## config.mk

```make
export PLATFORM = sky130hd
export DESIGN_NAME = sump_link_ctrl
export DESIGN_NICKNAME = d
export VERILOG_FILES = /design/src/rtl/sump_link_ctrl.sv
export SDC_FILE = /design/constraint.sdc
export NUM_CORES = 1
export LEC_CHECK = 0
export BUFFER_PORTS_ARGS = -buffer_cell sky130_fd_sc_hd__buf_2
export CORE_MARGIN = 3
export CORE_UTILIZATION = 35
export DETAILED_ROUTE_END_ITERATION = 8
export GPL_TIMING_DRIVEN = 1
export HOLD_SLACK_MARGIN = 0.1
export PLACE_DENSITY_LB_ADDON = 0.12
export SLEW_MARGIN = 5
export SYNTH_ARGS = -nofsm -noshare
export SYNTH_HDL_FRONTEND = slang
export SYNTH_SLANG_ARGS = --single-unit
```

## constraint.sdc

```tcl
create_clock -name clk_i -period 3.2 [get_ports clk_i]
set_input_delay 0.32 -clock clk_i [delete_from_list [all_inputs] [get_ports clk_i]]
set_output_delay 0.32 -clock clk_i [all_outputs]
set_load 0.01 [all_outputs]
```

## src/rtl/sump_link_ctrl.sv

```systemverilog
// SUMP link sequencer: assembles 1- or 5-byte commands from the UART receiver
// for the analyzer core, and serializes 32-bit core sample words into UART bytes.
module sump_link_ctrl #(
  parameter int TX_BYTES       = 4,
  parameter int TIMEOUT_CYCLES = 50000
) (
  input  logic        clk_i,
  input  logic        rst_i,
  input  logic [7:0]  rx_data_i,
  input  logic        rx_stb_i,
  output logic [39:0] cmd_o,
  output logic        exec_o,
  input  logic [31:0] core_tx_i,
  input  logic        core_tx_stb_i,
  output logic        core_tx_rdy_o,
  output logic [7:0]  tx_data_o,
  output logic        tx_stb_o,
  input  logic        tx_ack_i
);

  localparam int TW = (TIMEOUT_CYCLES > 0) ? $clog2(TIMEOUT_CYCLES + 1) : 1;
  localparam logic [TW-1:0] T_LAST   = TW'((TIMEOUT_CYCLES > 0) ? TIMEOUT_CYCLES - 1 : 0);
  localparam logic [1:0]    IDX_LAST = 2'(TX_BYTES - 1);

  typedef enum logic { RX_IDLE = 1'b0, RX_PARAM = 1'b1 } rx_state_t;
  typedef enum logic { TX_IDLE = 1'b0, TX_SEND  = 1'b1 } tx_state_t;

  // Full FSM state kept in one struct per side so checkers can bind to it.
  typedef struct packed {
    rx_state_t     state;
    logic [1:0]    pcnt;
    logic [TW-1:0] tcnt;
    logic [7:0]    opcode;
    logic [23:0]   param;
  } rx_reg_t;

  typedef struct packed {
    tx_state_t   state;
    logic [1:0]  idx;
    logic [23:0] sh;
  } tx_reg_t;

  rx_reg_t rx_q;
  tx_reg_t tx_q;

  // RX: the fourth parameter byte goes straight into cmd_o, so only three are buffered.
  always_ff @(posedge clk_i) begin
    if (rst_i) begin
      rx_q   <= '0;
      cmd_o  <= '0;
      exec_o <= 1'b0;
    end else begin
      exec_o <= 1'b0;
      case (rx_q.state)
        RX_IDLE: begin
          if (rx_stb_i) begin
            if (rx_data_i[7]) begin
              rx_q.opcode <= rx_data_i;
              rx_q.pcnt   <= 2'd0;
              rx_q.tcnt   <= '0;
              rx_q.state  <= RX_PARAM;
            end else begin
              cmd_o  <= {rx_data_i, 32'h0};
              exec_o <= 1'b1;
            end
          end
        end
        RX_PARAM: begin
          if (rx_stb_i) begin
            rx_q.tcnt <= '0;
            case (rx_q.pcnt)
              2'd0: rx_q.param[7:0]   <= rx_data_i;
              2'd1: rx_q.param[15:8]  <= rx_data_i;
              2'd2: rx_q.param[23:16] <= rx_data_i;
              default: begin
                cmd_o      <= {rx_q.opcode, rx_data_i, rx_q.param};
                exec_o     <= 1'b1;
                rx_q.state <= RX_IDLE;
              end
            endcase
            rx_q.pcnt <= rx_q.pcnt + 2'd1;
          end else if (TIMEOUT_CYCLES != 0) begin
            if (rx_q.tcnt == T_LAST) begin
              rx_q.state <= RX_IDLE;
            end else begin
              rx_q.tcnt <= rx_q.tcnt + TW'(1);
            end
          end
        end
        default: rx_q.state <= RX_IDLE;
      endcase
    end
  end

  // Handshakes: the core may strobe a word only while core_tx_rdy_o is high
  // (accepted on that edge); a byte is consumed on every edge where
  // tx_stb_o and tx_ack_i are both high, and tx_data_o holds until then.
  always_ff @(posedge clk_i) begin
    if (rst_i) begin
      tx_q          <= '0;
      core_tx_rdy_o <= 1'b1;
      tx_data_o     <= 8'h0;
      tx_stb_o      <= 1'b0;
    end else begin
      case (tx_q.state)
        TX_IDLE: begin
          if (core_tx_stb_i) begin
            tx_q.sh       <= core_tx_i[31:8];
            tx_q.idx      <= 2'd0;
            tx_q.state    <= TX_SEND;
            tx_data_o     <= core_tx_i[7:0];
            tx_stb_o      <= 1'b1;
            core_tx_rdy_o <= 1'b0;
          end
        end
        TX_SEND: begin
          if (tx_ack_i) begin
            if (tx_q.idx == IDX_LAST) begin
              tx_q.state    <= TX_IDLE;
              tx_stb_o      <= 1'b0;
              core_tx_rdy_o <= 1'b1;
            end else begin
              tx_q.idx  <= tx_q.idx + 2'd1;
              tx_data_o <= tx_q.sh[7:0];
              tx_q.sh   <= {8'h0, tx_q.sh[23:8]};
            end
          end
        end
        default: tx_q.state <= TX_IDLE;
      endcase
    end
  end

endmodule

```

==> metrics, run 1 <==
CP Data Arrival Time 2.34 ns; R2R depth 4; TritonCTS Sinks 129; final setup vio count 0; # Post-CTS Setup Buffers 0; power per cell area 623 nW/um^2; setup tns final 0 ns; Hold Path Stages 3; Max Cap Viol 0; FFs w/ async S/R, synth 0%; DIE HEIGHT 128 um; port bufs 95; Area growth, synth to finish 21.7%; Final Skew 0.00773 ns; GRT Total Usage 16.7%; required time of the critical path 3.45 ns; DR vias/cell 5.23; First-pass DRT Iterations 5; post-layout util 43.5%; setup slack, reg-to-reg 1.11 ns; Synth Instances 597; Final min period 2.09 ns; syn nets 648; post-route cell area 6350 um^2; Fin. Hold Viols 0; nets 718; clk root buf clkbuf_16; CP Cell Sequence and3b_1 -> nor2_4 -> nand2_1 -> a21oi_1; synth unique cells 51; R2R Path End tx_q[13]$_SDFFE_PP0P_; Worst VDD drop 409 uV; share of cells above drive strength 1 20.9%; CTS buffer count 17; clk slew on worst S/H paths 0.05 ns; CP peak stage delay 0.82 ns; leakage 2.43 nW; relative slew slack 32.2%; Post-synth EDFFs 0; placed cell count 832; top_reg_cell synth dfxtp_1; grt ovf 0; CP Max Fanout 18; critical path endpoint category flip-flop; die span in x 128 um; Critical Path Start Type flip-flop; clock latency on the worst-skew pair 0.42 ns; worst hold path type in -> reg; ANT nets after route 0; dpl hpwl 8690 um; synth warn 0; most frequent cells in the layout 129 x dfxtp_1, 94 x buf_2, 75 x nand2_1; Placer Congestion 0.790; status completed; # hold bufs at CTS 0; core footprint 14600 um^2; post-route insts no fill 863; Remaining DRCs 0; vias in the first global route 4357; CTS tree built; H-tree depth 4; initial antenna violation count 0; syn_area_per_cell 8.74 um^2; max-slew violations 0; Starting Density 35.8%; Ports 96; Rows 44; CP max-delay cell dfxtp_1; FF+latch count, synth 129; # diodes 0; Iter 0 DRT Violations 429; worst slew pin tran 1.02 ns; WL final 13400 um; DR WL/cell 15.5 um; Die ar. 16400 um^2; worst setup path class reg -> reg; Final period util 65.3%; Clock Path Buffers 2; r2r startpoint tx_q[26]$_SDFF_PP0_; first-pass GRT wire length 21900 um; largest net degree at the start of global routing 98; sequential share of the synthesized area 49.5%; RSZ-0062 raised after global routing false; placed cell area 5750 um^2; Hold Crit Start core_tx_i[24]; Post-CTS Resized 0; Syn Std Cell Area 5220 um^2; Via Count 4514; commonest non-fill, non-tap cell in the layout dfxtp_1; Worst Hold End tx_q[16]$_SDFFE_PP0P_; Fmax 0.479 GHz
## worst max-delay path by stage
stage / end / start / cells past startpoint / slack, ns
2_1_floorplan: rx_q[42]$_SDFFE_PP0P_ / rx_q[32]$_SDFFE_PP0P_ / 6 / 1.66
3_3_place_gp: tx_q[10]$_SDFFE_PP0P_ / tx_q[26]$_SDFF_PP0_ / 4 / 1.19
6_report: tx_q[13]$_SDFFE_PP0P_ / tx_q[26]$_SDFF_PP0_ / 4 / 1.11
3_5_place_dp: tx_q[13]$_SDFFE_PP0P_ / tx_q[26]$_SDFF_PP0_ / 4 / 1.12
4_1_cts: tx_q[13]$_SDFFE_PP0P_ / tx_q[26]$_SDFF_PP0_ / 4 / 1.11
5_1_grt: tx_data_o[7]$_SDFFE_PP0P_ / tx_q[26]$_SDFF_PP0_ / 4 / 0.87
## stage by stage
stage	setup slack [ns]	total power [mW]	hold slack (ns)
after floorplan	1.66	1.90	0.436
after global placement	1.19	2.00	0.442
after detailed placement	1.12	2.00	0.448
after CTS	1.11	4.00	0.139
after global routing	0.870	4.11	0.150
final	1.11	3.96	0.148
## cells by family after synthesis
logic type	count (synthesis)	share of synthesized area [%]
compound gates	164	20.1
xor+xnor	2	0.336
fa+ha+maj	6	1.44
buf+inv	57	4.89
flops	129	49.5
mux	16	3.07
simple gates	223	20.7
## state kept, by name (all words and copies together) (netlist names)
register and flops:
tx_stb_o 1, rx_q 51, tx_q 27, cmd_o 40, exec_o 1, core_tx_rdy_o 1
tx_data_o 8
## synth_stat cells (all sizes together), types with 4 or more instances
library cell	n	area share, %
a211oi	18	2.7
inv	8	0.58
a22oi	49	7.0
buf	23	2.4
and4	4	0.70
a21oi	68	6.5
mux2i	16	3.1
a31oi	5	0.60
clkbuf	26	1.9
dfxtp	129	49
nand2b	6	0.72
nor2	61	4.6
nand2	76	5.5
nand4	7	1.1
or3	4	0.48
ha	6	1.4
and3	4	0.48
nand3	44	4.3
o21ai	12	1.2
## worst max-delay path, delay by kind of cell, from the launching register on
family / cells / cell delay, ns
AOI/OAI and AO/OA: 1 / 0.07
DFF: 1 / 0.82
and+or+nand+nor: 3 / 1.03
## cell type report
cell class	count	area (um^2)
fill	1462	8240
multi-input combinational	411	2390
clock buffer	23	478
clock inverter	8	128
tap	184	230
inverter	8	30.0
timing repair buffer	100	515
sequential	129	2580
## where the power goes
part           leakage, nW  internal [mW]  total, mW  switching [mW]
registers             1.05           1.66       1.69          0.0360
clock network        0.290           1.28       1.99           0.704
logic                 1.10         0.0992      0.273           0.174
## per-layer routing
| metal | routed length (um) | share of wire [%] | global-route usage [%] | vias up |
|---|---|---|---|---|
| met3 | 699 | 5.2 | 4.79 | 16 |
| met5 | 0 | 0 | 0 | - |
| li1 | - | - | - | 2268 |
| met2 | 6250 | 47 | 26.5 | 114 |
| met4 | 184 | 1.4 | 4.99 | 0 |
| met1 | 6240 | 47 | 22.0 | 2116 |
No activity file was read; power rests on OpenSTA's default activity.
==> run 2, diff against run 1 <==
--- a/config.mk
+++ b/config.mk
@@ -5,6 +5,7 @@
 export SDC_FILE = /design/constraint.sdc
 export NUM_CORES = 1
 export LEC_CHECK = 0
+export ABC_AREA = 1
 export BUFFER_PORTS_ARGS = -buffer_cell sky130_fd_sc_hd__buf_2
 export CORE_MARGIN = 3
 export CORE_UTILIZATION = 35
==> constraint.sdc (replaced) <==
create_clock -name clk_i -period 2 [get_ports clk_i]
set_input_delay 0.2 -clock clk_i [delete_from_list [all_inputs] [get_ports clk_i]]
set_output_delay 0.2 -clock clk_i [all_outputs]
set_load 0.01 [all_outputs]
==> metrics, run 2 <==
Via Count 5285; synth warn 0; WL final 14500 um; Synth area leaders dfxtp_1 47%, nand2_1 16%, a21oi_1 10%; syn_area_per_cell 7.15 um^2; placed cell area 6170 um^2; Worst VDD drop 601 uV; clock latency on the worst-skew pair 0.42 ns; most numerous cell in the Yosys netlist nand2_1; # diodes 0; worst hold path type in -> reg; nets 931; Synth top area share 46.9%; grt ovf 0; Biggest register rx_q; most frequent cells in the layout 234 x nand2_1, 129 x dfxtp_1, 113 x a21oi_1; port bufs 95; Hold Crit Start rx_data_i[3]; synth unique cells 31; H-tree depth 4; Syn Std Cell Area 5500 um^2; Rows 45; post-route cell area 7030 um^2; vias in the first global route 4952; sequential share of the synthesized area 46.9%; core footprint 15300 um^2; ANT nets after route 0; CTS buffer count 17; first-pass GRT wire length 23900 um; FFs w/ async S/R, synth 0%; Area growth, synth to finish 27.8%; relative slew slack 57.4%; Die ar. 17300 um^2; clk root buf clkbuf_16; share of cells above drive strength 1 17.8%; initial antenna violation count 0; critical path endpoint category flip-flop; largest net degree at the start of global routing 63; CP Data Arrival Time 2.06 ns; leading area contributor after synthesis dfxtp_1; final setup vio count 0; CP Max Fanout 17; DIE HEIGHT 131 um; multi-input logic area 2470 um^2; Remaining DRCs 0; required time of the critical path 2.32 ns; Final Skew 0.0104 ns; clk slew on worst S/H paths 0.06 ns; fill cell count 1582; Critical Path Start Type flip-flop; Iter 0 DRT Violations 358; power per cell area 930 nW/um^2; First-pass DRT Iterations 5; Ports 96; top_reg_cell synth dfxtp_1; total chip power 6.54 mW; RSZ-0062 raised after global routing false; Fmax 0.575 GHz; leakage 2.91 nW; Starting Density 35.9%; worst slew pin tran 0.640 ns; Post-synth top cells 234 x nand2_1, 129 x dfxtp_1, 113 x a21oi_1; # Post-CTS Setup Buffers 0; DR WL/cell 13.1 um; Fin. Hold Viols 0; syn nets 821; Post-synth EDFFs 0; max FFs per register 51; CP Launch Point rx_q[50]$_SDFF_PP0_; max-slew violations 0; top flop regs rx_q: 51 flops, cmd_o: 40 flops, tx_q: 27 flops; dpl hpwl 9750 um; r2r startpoint rx_q[50]$_SDFF_PP0_; register area 2580 um^2; Final period util 87.0%; TritonCTS Sinks 129; FF+latch count, synth 129; die span in x 131 um; setup tns final 0 ns; GRT Total Usage 16.8%; CTS tree built; Max Cap Viol 0; Synth Instances 770; status completed; commonest non-fill, non-tap cell in the layout nand2_1; Placer Congestion 0.879; Clock Path Buffers 2; DR vias/cell 4.79; Final min period 1.74 ns; worst setup path class reg -> reg
-- run 2: changes by cell type in the layout (fill, tap and decap cells not counted), sizes merged, moves of 20 or more --
cell,change
nand2,+160
a21oi,+46
inv,+53
o21ai,+20
a22oi,-42
dlygate4sd3,+24
-- run 2: kinds of logic after synthesis --
logic type	share of synthesized area (%)
buffers and inverters	8.14
AND/OR/NAND/NOR	27.3
AO/OA/AOI/OAI	16.3
adder cells (fa/ha/maj)	1.36
flip-flops	46.9
-- run 2: area by class of cell --
class / count / area share [%]
Clock buffer: 21 / 6.69
Clock inverter: 11 / 2.14
Inverter: 60 / 3.20
Multi-Input combinational cell: 538 / 35.2
Sequential cell: 129 / 36.7
Tap cell: 211 / 3.76
Timing Repair Buffer: 134 / 12.3
-- run 2: worst paths after layout --
check | cells past startpoint | slack, ns | end
hold / removal | 3 | 0.12 | rx_q[27]$_SDFFE_PP0P_
setup / recovery | 8 | 0.26 | rx_q[46]$_SDFFE_PP0P_
setup reg to reg | 8 | 0.26 | rx_q[46]$_SDFFE_PP0P_
hold reg to reg | 2 | 0.44 | cmd_o[32]$_SDFFE_PP0P_
-- run 2: report_power, final --
group | switching (mW) | internal, mW | total [mW]
registers | 0.0571 | 2.66 | 2.72
logic | 0.361 | 0.216 | 0.577
clock network | 1.17 | 2.07 | 3.24
-- run 2: worst max-delay path, cell delays in order (launching register included) --
cell and delay [ns]:
dfxtp_1 0.57, inv_2 0.06, buf_4 0.20, nand2_2 0.30
nand2_2 0.22, nand2_1 0.14, nand2_1 0.06, nand2_1 0.06
inv_1 0.03
-- run 2: repair_timing --
item | 4_1_cts | 5_1_grt
endpoints found under the hold margin | 24 | 0
resized for setup | 0 | 0
endpoints found under the setup margin | 0 | 0
hold buffers | 24 | 0
-- run 2: metal layers --
metal / part of all wire [%] / vias up / GRT usage (%) / wire [um]
met5: 0 / - / 0 / 0
met4: 2.3 / 0 / 7.41 / 328
met3: 4.6 / 27 / 3.87 / 673
met2: 45 / 132 / 25.1 / 6510
met1: 48 / 2395 / 23.2 / 6990
li1: - / 2731 / - / -
-- run 2: metrics by stage --
stage / instances / utilization [%] / setup slack, ns / hold WS, ns
2_1_floorplan: 770 / - / 0.575 / 0.329
3_3_place_gp: 1048 / 40.3 / 0.265 / 0.430
3_5_place_dp: 1048 / 40.3 / 0.255 / 0.436
4_1_cts: 1104 / 45.9 / 0.244 / 0.105
5_1_grt: 1104 / 45.9 / 0.0529 / 0.129
6_report: 1104 / 45.9 / 0.260 / 0.120
==> run 3, diff against run 2 <==
--- a/config.mk
+++ b/config.mk
@@ -13,6 +13,7 @@
 export GPL_TIMING_DRIVEN = 1
 export HOLD_SLACK_MARGIN = 0.1
 export PLACE_DENSITY_LB_ADDON = 0.12
+export SETUP_SLACK_MARGIN = 0.4
 export SLEW_MARGIN = 5
 export SYNTH_ARGS = -nofsm -noshare
 export SYNTH_HDL_FRONTEND = slang
==> metrics, run 3 (synthesis gave the netlist of run 2 again) <==
R2R Path End cmd_o[32]$_SDFFE_PP0P_; Via Count 5394; status completed; dpl hpwl 9750 um; DR WL/cell 13.4 um; Remaining DRCs 0; CTS buffer count 17; first-pass GRT wire length 23900 um; clk slew on worst S/H paths 0.06 ns; setup slack, reg-to-reg 0.51 ns; Min Hold Slack 0.121 ns; max FFs per register 51; clk root buf clkbuf_16; GRT Total Usage 16.8%; final setup vio count 0; Fin. Hold Viols 0; Clock Path Buffers 2; ANT nets after route 0; Worst Hold End rx_q[27]$_SDFFE_PP0P_; post-route insts no fill 1115; critical path endpoint category flip-flop; worst setup path class reg -> reg; CTS tree built; worst hold path type in -> reg; worst slew pin tran 0.657 ns; Hold Path Stages 3; Final period util 74.3%; Final Skew 0.00950 ns; register share of total power 41.3%; crit path buf inv count 1; CP Data Arrival Time 1.79 ns; CP Launch Point rx_q[48]$_SDFFE_PP0P_; relative slew slack 56.2%; leakage 2.97 nW; clock latency on the worst-skew pair 0.42 ns; Max Cap Viol 0; Ports 96; Iter 0 DRT Violations 322; largest net degree at the start of global routing 63; grt ovf 0; share of cells above drive strength 1 20.0%; Hold Crit Start rx_data_i[3]; Worst VDD drop 602 uV; power per cell area 916 nW/um^2; TritonCTS Sinks 129; Clock Power Share 49.2%; Final min period 1.49 ns; die span in x 131 um; Area growth, synth to finish 30.7%; Fmax 0.673 GHz; Biggest register rx_q; WL final 14900 um; core footprint 15300 um^2; First-pass DRT Iterations 5; H-tree depth 4; CP peak stage delay 0.36 ns; Sw Share 24.5%; nets 942; CP Cell Sequence ha_2 -> nor2_1 -> nor2_2 -> o21ai_4 -> buf_4 -> o21ai_0 -> a21oi_1; setup tns final 0 ns; vias in the first global route 4975; Die ar. 17300 um^2; DIE HEIGHT 131 um; R2R depth 7; Internal 4.97 mW; top flop regs rx_q: 51 flops, cmd_o: 40 flops, tx_q: 27 flops; Comb power frac 9.5%; CP max-delay cell dfxtp_2; required time of the critical path 2.30 ns; r2r startpoint rx_q[48]$_SDFFE_PP0P_; dominant delay contributor by cell family on the critical path compound AO/OA/AOI/OAI gates; initial antenna violation count 0; RSZ-0062 raised after global routing false; # diodes 0; max-slew violations 0; Placer Congestion 0.879; CP Max Fanout 6; DR vias/cell 4.84; Critical Path Start Type flip-flop; commonest non-fill, non-tap cell in the layout nand2_1; Rows 45; Starting Density 35.9%; port bufs 95; placed cell count 1048; NetSw 1.61 mW; most frequent cells in the layout 232 x nand2_1, 124 x dfxtp_1, 113 x a21oi_1
## run 3: cell types whose count changed in the layout (fill, tap and decap cells not counted), sizes merged
cell and change:
buf +9, clkbuf +1, o21ai +1
## run 3: cell type report
type	count	area [um^2]
timing repair buffer	144	962
clock buffer	21	470
clock inverter	11	150
fill	1572	8130
inverter	60	230
multi-input combinational	539	2520
tap	211	264
sequential	129	2590
## run 3: power groups by stage
stage	combinational [mW]	sequential (mW)	clock [mW]
final	0.623	2.72	3.24
after global routing	0.698	2.73	3.41
after CTS	0.583	2.72	3.31
after detailed placement	0.544	2.78	0
after global placement	0.539	2.77	0
after floorplan	0.348	2.78	0
## run 3: what timing repair did
item	4_1_cts	5_1_grt
cloned	0	2
resized for setup	5	16
hold buffers	24	0
buffers inserted	0	9
setup endpoints to repair	58	85
pin swaps	0	2
endpoints found under the hold margin	24	0
## run 3: per-layer routing
metal / global-route usage, % / vias up / wire (um)
met5: 0 / - / 0
met2: 25.3 / 121 / 6750
met4: 7.35 / 0 / 361
li1: - / 2756 / -
met1: 23.2 / 2489 / 7180
met3: 3.79 / 28 / 636
## run 3: how the worst max path moves through the flow
stage / end / slack, ns / cells after the start
final: cmd_o[32]$_SDFFE_PP0P_ / 0.51 / 7
after detailed placement: rx_q[45]$_SDFFE_PP0P_ / 0.26 / 8
after floorplan: rx_q[46]$_SDFFE_PP0P_ / 0.57 / 9
after CTS: cmd_o[23]$_SDFFE_PP0P_ / 0.41 / 7
after global placement: rx_q[46]$_SDFFE_PP0P_ / 0.26 / 8
after global routing: cmd_o[22]$_SDFFE_PP0P_ / 0.41 / 8
## run 3: worst min-delay path, cell delays in order
cell	delay (ns)
buf_2	0.16
nand2_1	0.08
a21oi_1	0.05
## run 3: per-stage QoR
step	area, um^2	power, mW	setup WS (ns)	utilization, %
final	7190	6.58	0.513	46.9
after global routing	7190	6.84	0.409	46.9
after CTS	7050	6.62	0.408	46.1
after detailed placement	6170	3.32	0.255	40.3
after global placement	6170	3.31	0.265	40.3
after floorplan	5500	3.12	0.575	-
